`config.mk`:
```
export PLATFORM = sky130hd
export DESIGN_NAME = lelo_period_meter
export DESIGN_NICKNAME = d
export VERILOG_FILES = /design/src/rtl/lelo_period_meter.sv
export SDC_FILE = /design/constraint.sdc
export NUM_CORES = 1
export LEC_CHECK = 0
export ABC_AREA = 0
export CORE_MARGIN = 3
export CORE_UTILIZATION = 45
export CTS_CLUSTER_SIZE = 40
export DETAILED_ROUTE_END_ITERATION = 12
export RECOVER_POWER = 50
export SYNTH_ARGS = -nofsm -noshare
export SYNTH_HDL_FRONTEND = slang
export SYNTH_SLANG_ARGS = --single-unit
```
`constraint.sdc`:
```
create_clock -name clk -period 3.08 [get_ports clk]
set_input_delay 0.616 -clock clk [delete_from_list [all_inputs] [get_ports clk]]
set_output_delay 0.616 -clock clk [all_outputs]
set_load 0.02 [all_outputs]
```
`src/rtl/lelo_period_meter.sv`:
```
// rtl/lelo_period_meter.sv - reciprocal period meter for the LELO temperature oscillator
//
// Enables the oscillator, lets it settle, then counts clk cycles spanning
// N oscillator periods and offers the count over a valid/ready handshake.
//
// Ports:
//   clk          system clock, must exceed 2x the oscillator frequency
//   reset        synchronous, active-high
//   osc_in       asynchronous oscillator pulse from the analog macro
//   start        single-cycle request to begin a measurement (IDLE only)
//   n_periods    oscillator periods to span, latched on accepted start, 0 means 1
//   osc_en       oscillator enable to the analog macro
//   busy         high in every state except IDLE
//   result       measured clk cycles (all ones when overflow)
//   result_valid result available, held until result_ready
//   result_ready consumer accepts result
//   overflow     qualifies result: measurement saturated or timed out

module lelo_period_meter #(
    parameter int CNT_W      = 16,
    parameter int NPER_W     = 4,
    parameter int SETTLE_CYC = 8
) (
    input  logic              clk,
    input  logic              reset,
    input  logic              osc_in,
    input  logic              start,
    input  logic [NPER_W-1:0] n_periods,
    output logic              osc_en,
    output logic              busy,
    output logic [CNT_W-1:0]  result,
    output logic              result_valid,
    input  logic              result_ready,
    output logic              overflow
);

    typedef enum logic [2:0] {
        IDLE    = 3'd0,
        SETTLE  = 3'd1,
        ARM     = 3'd2,
        MEASURE = 3'd3,
        HOLD    = 3'd4
    } state_t;

    localparam logic [CNT_W-1:0] CNT_MAX     = '1;
    localparam logic [CNT_W-1:0] SETTLE_LAST = CNT_W'(SETTLE_CYC - 1);

    state_t state, next_state;

    logic              s1, s2, s3;
    logic [NPER_W-1:0] n_lat;
    logic [NPER_W-1:0] edge_cnt;
    logic [CNT_W-1:0]  timer;
    logic [CNT_W-1:0]  cnt;

    logic rise;
    logic settle_done;
    logic arm_timeout;
    logic meas_sat;
    logic last_edge;

    // Arming and stopping both use the same delayed strobe, so the
    // synchronizer latency cancels out of the measured count.
    assign rise        = s2 & ~s3;
    assign settle_done = (timer == SETTLE_LAST);
    assign arm_timeout = (timer == CNT_MAX);
    assign meas_sat    = (cnt == CNT_MAX);
    // edge_cnt never exceeds N-1, so the extra bit only guards the +1.
    assign last_edge   = rise &&
                         ((NPER_W+1)'(edge_cnt) + (NPER_W+1)'(1) == (NPER_W+1)'(n_lat));

    always_comb begin
        next_state   = state;
        osc_en       = 1'b0;
        busy         = 1'b1;
        result_valid = 1'b0;
        unique case (state)
            IDLE: begin
                busy = 1'b0;
                if (start) next_state = SETTLE;
            end
            SETTLE: begin
                osc_en = 1'b1;
                if (settle_done) next_state = ARM;
            end
            ARM: begin
                osc_en = 1'b1;
                if (rise)             next_state = MEASURE;
                else if (arm_timeout) next_state = HOLD;
            end
            MEASURE: begin
                osc_en = 1'b1;
                if (last_edge || meas_sat) next_state = HOLD;
            end
            HOLD: begin
                result_valid = 1'b1;
                if (result_ready) next_state = IDLE;
            end
            default: next_state = IDLE;
        endcase
    end

    always_ff @(posedge clk) begin
        if (reset) begin
            state    <= IDLE;
            s1       <= 1'b0;
            s2       <= 1'b0;
            s3       <= 1'b0;
            n_lat    <= '0;
            edge_cnt <= '0;
            timer    <= '0;
            cnt      <= '0;
            result   <= '0;
            overflow <= 1'b0;
        end else begin
            state <= next_state;
            s1    <= osc_in;
            s2    <= s1;
            s3    <= s2;
            unique case (state)
                IDLE: begin
                    if (start) begin
                        n_lat <= (n_periods == '0) ? NPER_W'(1) : n_periods;
                        timer <= '0;
                    end
                end
                SETTLE: begin
                    // Timer is reused as the ARM timeout, so leave it cleared.
                    timer <= settle_done ? '0 : timer + 1'b1;
                end
                ARM: begin
                    if (rise) begin
                        cnt      <= '0;
                        edge_cnt <= '0;
                    end else if (arm_timeout) begin
                        result   <= CNT_MAX;
                        overflow <= 1'b1;
                    end else begin
                        timer <= timer + 1'b1;
                    end
                end
                MEASURE: begin
                    // A completing edge at cnt == max would need max+1,
                    // which does not fit, so saturation wins there.
                    if (last_edge && !meas_sat) begin
                        result   <= cnt + 1'b1;
                        overflow <= 1'b0;
                    end else if (meas_sat) begin
                        result   <= CNT_MAX;
                        overflow <= 1'b1;
                    end else begin
                        cnt <= cnt + 1'b1;
                        if (rise) edge_cnt <= edge_cnt + 1'b1;
                    end
                end
                HOLD: begin
                end
                default: begin
                end
            endcase
        end
    end

endmodule

```
; ---- After elaboration in Yosys (flattened, before gate mapping)
; Cells that the tools add are included.
[classes]
addsub = 4
n_mul = 0
n_div = 0
n_lt_le_gt_ge = 0
eq_ne = 21
shifts = 0
mux = 35
bitwise = 2
reduce_logical = 15
[ops]
columns = op, count
row1 = 16-bit 2-to-1 mux, 11
row2 = 16-bit one-hot mux with 2 select lines, 2
row3 = 16-bit one-hot mux with 3 select lines, 1
row4 = 16-bit by 1-bit adder with 16-bit output (second input constant), 2
row5 = 16-bit == test (second input constant), 2
row6 = 2-bit inequality test (second input constant), 11
row7 = 4-bit 2-to-1 mux, 5
row8 = 3-bit 2-to-1 mux, 6
row9 = 16-bit by 3-bit == test with 1-bit output (second input constant), 1
row10 = 3-bit one-hot mux with 5 select lines, 1
row11 = 4-bit AND reduction, 3
row12 = 5-bit AND reduction, 2
row13 = 4-bit one-hot mux with 2 select lines, 1
row14 = 1-bit 2-to-1 mux, 7
row15 = 3-bit by 2-bit == test with 1-bit output (second input constant), 2
row16 = 3-bit inequality test (second input constant), 2
row17 = 4-bit by 1-bit adder with 5-bit output (second input constant), 1
row18 = 5-bit by 4-bit == test with 1-bit output, 1
row19 = 4-bit by 1-bit adder with 4-bit output (second input constant), 1
row20 = 4-bit zero test, 1
row21 = 3-bit by 1-bit == test with 1-bit output (second input constant), 1
row22 = 3-bit == test (second input constant), 1
row23 = 3-bit zero test, 1
row24 = 3-bit nonzero test, 1
row25 = other kinds (9), 10
[word_totals]
reg_bits = 63
latchBits = 0
mem_bits_rw = 0
mem_bits_ro = 0
out_inout_bits = 20
wordCells = 87
memories = 0

; ---- Depth between registers and ports, before layout
[depth]
depth_word = 6
mapped_depth = 9
depth_no_buf = 6

; ---- Worst setup path before layout
; Ideal clock, no wire load.
[synth_timing]
kind = reg2reg
from = reg cnt[0]
to = reg result[6]
setup_ns = 0.079
arrival_ns = 2.159
required_time_ns = 3.001
path_slack_ns = 0.842
path_stages_with_launch = 9
cell_sequence = dfxtp_1 -> ha_1 -> nand2_1 -> or4_1 -> buf_2 -> o32ai_4 -> buf_6 -> nor3_1 -> a211oi_2
[synth_between]
elab_chain_cells = 5
elab_cells_between_ends = 8
cone_classes = 1 x add/sub / 2 x eq/ne / 2 x mux / 3 x reduce/logical
[synth_rtl]
columns = item, line_no
row1 = "start, declared", 54  ; logic [CNT_W-1:0] cnt;
row2 = "start signal, assigned", 152  ; cnt <= cnt + 1'b1;
row3 = branches (longest 5 deep; another with 16-bit by 1-bit adder with 16-bit output), --
row4 = "end signal, assigned", 146  ; result <= cnt + 1'b1;
row5 = "end, declared", 31  ; output logic [CNT_W-1:0] result,
; Parallel ways; which one is timed is not known.
; A chain may end at the register's enable or synchronous reset.

; ---- Worst setup path in the final report
[layout_timing]
from = reg cnt[0]
to = reg result[3]
; Same word-level chain as after synthesis.

==> impl_metrics.toml <==
[floorplan]
fp.dieH_um = 92.2
start_util_pct = 47.9
rows = 30
chipWidth_um = 92.2
core-area_sq_um = 6980
die-area_sq_um = 8500
ios = 29

[synthesis]
synth_area_leaders = "dfxtp_1 (38%), nor3_1 (6.0%), nand3_1 (4.0%)"
yosys_warnings = 0
syn_area_sq_um = 3340
ys.flop_type = "dfxtp_1"
syn_area_per_cell_sq_um = 8.40
synth_fa_ha_area_share_pct = 1.12
synthCells = 398
synth_top_family_by_area = "simple AND/OR/NAND/NOR gates"
synth_seq_area_share_pct = 37.7
synth-simple-area-share_pct = 28.7
synth_nets = 410
synth-seq-cells = 63
ys_top_cells_by_count = "dfxtp_1 (63), nor3_1 (40), nand3_1 (27)"
synth_edf_count = 0
yosys.area.top_type = "dfxtp_1"
synth_cell_types = 61
synth.most_common_cell = "dfxtp_1"
synth_top_area_share_pct = 37.7
async_flop_share_pct = 0
synth_xor_xnor_area_share_pct = 6.03
synth-compound-area-share_pct = 20.4
muxShareOfSynthArea_pct = 0.899

[pwr]
pwr_density_cell_nw_per_um2 = 482
p_leak_nw = 1.27
peakVddDrop_mv = 0.366

[placed_design]
portBuffers = 28
place_ws_ns = 0.406
dp_hpwl_um = 5750
place_congestion = 0.843

[routing]
drt_iter0_drc = 171
vias_per_cell = 5.88
vias = 3086
postRouteAntennaNets = 0
route.detailed.drc = 0
drtPass1Iterations = 4
avgRoutedWirePerCell_um = 15.5
routed_wl_um = 8140

[cells_and_area]
nets = 436
diodes = 0
area_delta_synth_final_pct = 15.9
drive_gt1_share_pct = 9.09

[critical_path]
cp_cell_sequence = "ha_1 -> nand2_1 -> or4_1 -> o32ai_4 -> nor3_1 -> a211oi_1"
cp.required_ns = 3.31
cpLargestDelayFamily = "compound AO/OA/AOI/OAI gates"
cp-end-kind = "flop"
cp.arrival_ns = 2.90
critical-path-max-stage-delay_ns = 0.71
cp_slowest_cell = "o32ai_4"
cp-start-kind = "flop"
critical_path_buf_inv_count = 0
worst-path-max-fanout = 18
worstSetupPathType = "reg -> reg"

[grt]
grt.met2_usage_pct = 29.5
grt_pass1_wl_um = 13600
grt_max_degree = 46
grt_pass1_vias = 2807
grtUsageMet1_pct = 28.1
top_usage_layer = "met2"
overflow = 0
grt_usage_pct = 19.7
grt_antenna_before_repair = 0
grtUsageMet3_pct = 3.28

[clock_network]
post_cts_buffers = 0
cts_tree = "yes"
clk_pin_slew_worst_paths_ns = 0.07
clockBufferDepth = 2
clock_latency_ns = 0.34
cts_root_buffer = "clkbuf_8"
cts_resized = 0
htreeDepth = 3
numCtsBuffers = 9
cts_hold_buf = 0
cts_sinks = 63

[timing]
max_freq_mhz = 375
period_minus_slack_ns = 2.67
fin_ws_ns = 0.410
hold_violations = 0
finalSetupViolCount = 0
tightest_slew_ns = 1.00
rsz0062_at_grt = "false"
final.setup.tns_ns = 0
slew_headroom_pct = 33.2
whs_ns = 0.463
post-route-period-util_pct = 86.7
skew_ns = 0.0109
slew_viol_final = 0

[flow_run]
drv_cap = 0

[worst_hold_path]
min-delay-path-class = "reg -> reg"

[outcome]
status = "finished clean"
## cells by family (layout without fill, tap and decap cells)
group / Yosys count / after routing
adders and majority gates: 3 / 3
xor gates and xnor gates: 23 / 23
and+or+nand+nor: 175 / 175
muxes: 3 / 3
AOI/OAI and AO/OA: 96 / 96
buffers and inverters: 35 / 66
DFF: 63 / 63
## path summary, 6_finish.rpt
check        depth (start not counted)  slack (ns)                endpoint           startpoint
max                                  6        0.41  result[3]$_SDFFE_PP0P_  cnt[0]$_SDFFE_PP0P_
min                                  1        0.46           s2$_SDFF_PP0_        s1$_SDFF_PP0_
max reg2reg                          6        0.41  result[3]$_SDFFE_PP0P_  cnt[0]$_SDFFE_PP0P_
min reg2reg                          1        0.46           s2$_SDFF_PP0_        s1$_SDFF_PP0_
## metrics by stage
stage / std cells / util, % / power (mW) / area, sq um
detailed placement: 509 / 53.1 / 1.26 / 3710
floorplan: 398 / - / 1.15 / 3340
global route: 525 / 55.5 / 1.97 / 3870
global placement: 509 / 53.1 / 1.25 / 3710
CTS: 525 / 55.6 / 1.89 / 3880
finish: 525 / 55.5 / 1.87 / 3870
## per-layer routing
layer / vias to the layer above / wire, um
met3: 11 / 373
met1: 1441 / 4040
met2: 73 / 3640
met5: - / 0
li1: 1561 / -
met4: 0 / 86
## flip-flops by register name, summed over array words and instances (netlist names)
signal,cells
timer,16
overflow,1
s2,1
edge_cnt,4
n_lat,4
cnt,16
s1,1
result,16
s3,1
state,3
## power breakdown
part,switching (mW),leakage (nW),internal [mW]
logic,0.222,0.668,0.140
clock network,0.325,0.0918,0.309
registers,0.0255,0.509,0.846
## placed cells by master, fill, tap and decap left out, types with 2 or more instances in the layout
| cell | n |
|---|---|
| dfxtp_1 | 63 |
| nor3_1 | 40 |
| nand3_1 | 27 |
| nor2_1 | 25 |
| a21oi_1 | 22 |
| dlygate4sd3_1 | 20 |
| nand2_1 | 14 |
| o21ai_0 | 14 |
| nand4_1 | 13 |
| xor2_1 | 13 |
| or3_1 | 12 |
| o211ai_1 | 12 |
| xnor2_1 | 10 |
| a211oi_1 | 10 |
| clkbuf_8 | 10 |
| buf_4 | 10 |
| inv_1 | 9 |
| or4_1 | 9 |
| clkdlybuf4s50_1 | 8 |
| nand2b_1 | 6 |
| a31oi_1 | 6 |
| and3_1 | 5 |
| nor4_1 | 4 |
| nor2b_1 | 4 |
| o21a_1 | 4 |
| clkinv_2 | 4 |
| and4_1 | 3 |
| o2111ai_1 | 3 |
| a211oi_2 | 3 |
| mux2i_1 | 3 |
| o31ai_1 | 3 |
| ha_1 | 3 |
| and2_1 | 2 |
| o41ai_1 | 2 |
| o311ai_0 | 2 |
| clkbuf_1 | 2 |
## worst reg2reg max path, cell delays in order (launching register included)
cell	delay, ns
dfxtp_1	0.45
ha_1	0.30
nand2_1	0.12
or4_1	0.65
o32ai_4	0.71
nor3_1	0.11
a211oi_1	0.23
## cell type report
cell class                      count  area [sq um]
Fill cell                         685          3110
Multi-Input combinational cell    300          1920
Sequential cell                    63          1260
Timing Repair Buffer               41           368
Clock buffer                       10           138
Tap cell                           96           120
Clock inverter                      6          36.3
Inverter                            9          33.8
No activity file was read; power rests on OpenSTA's default activity.
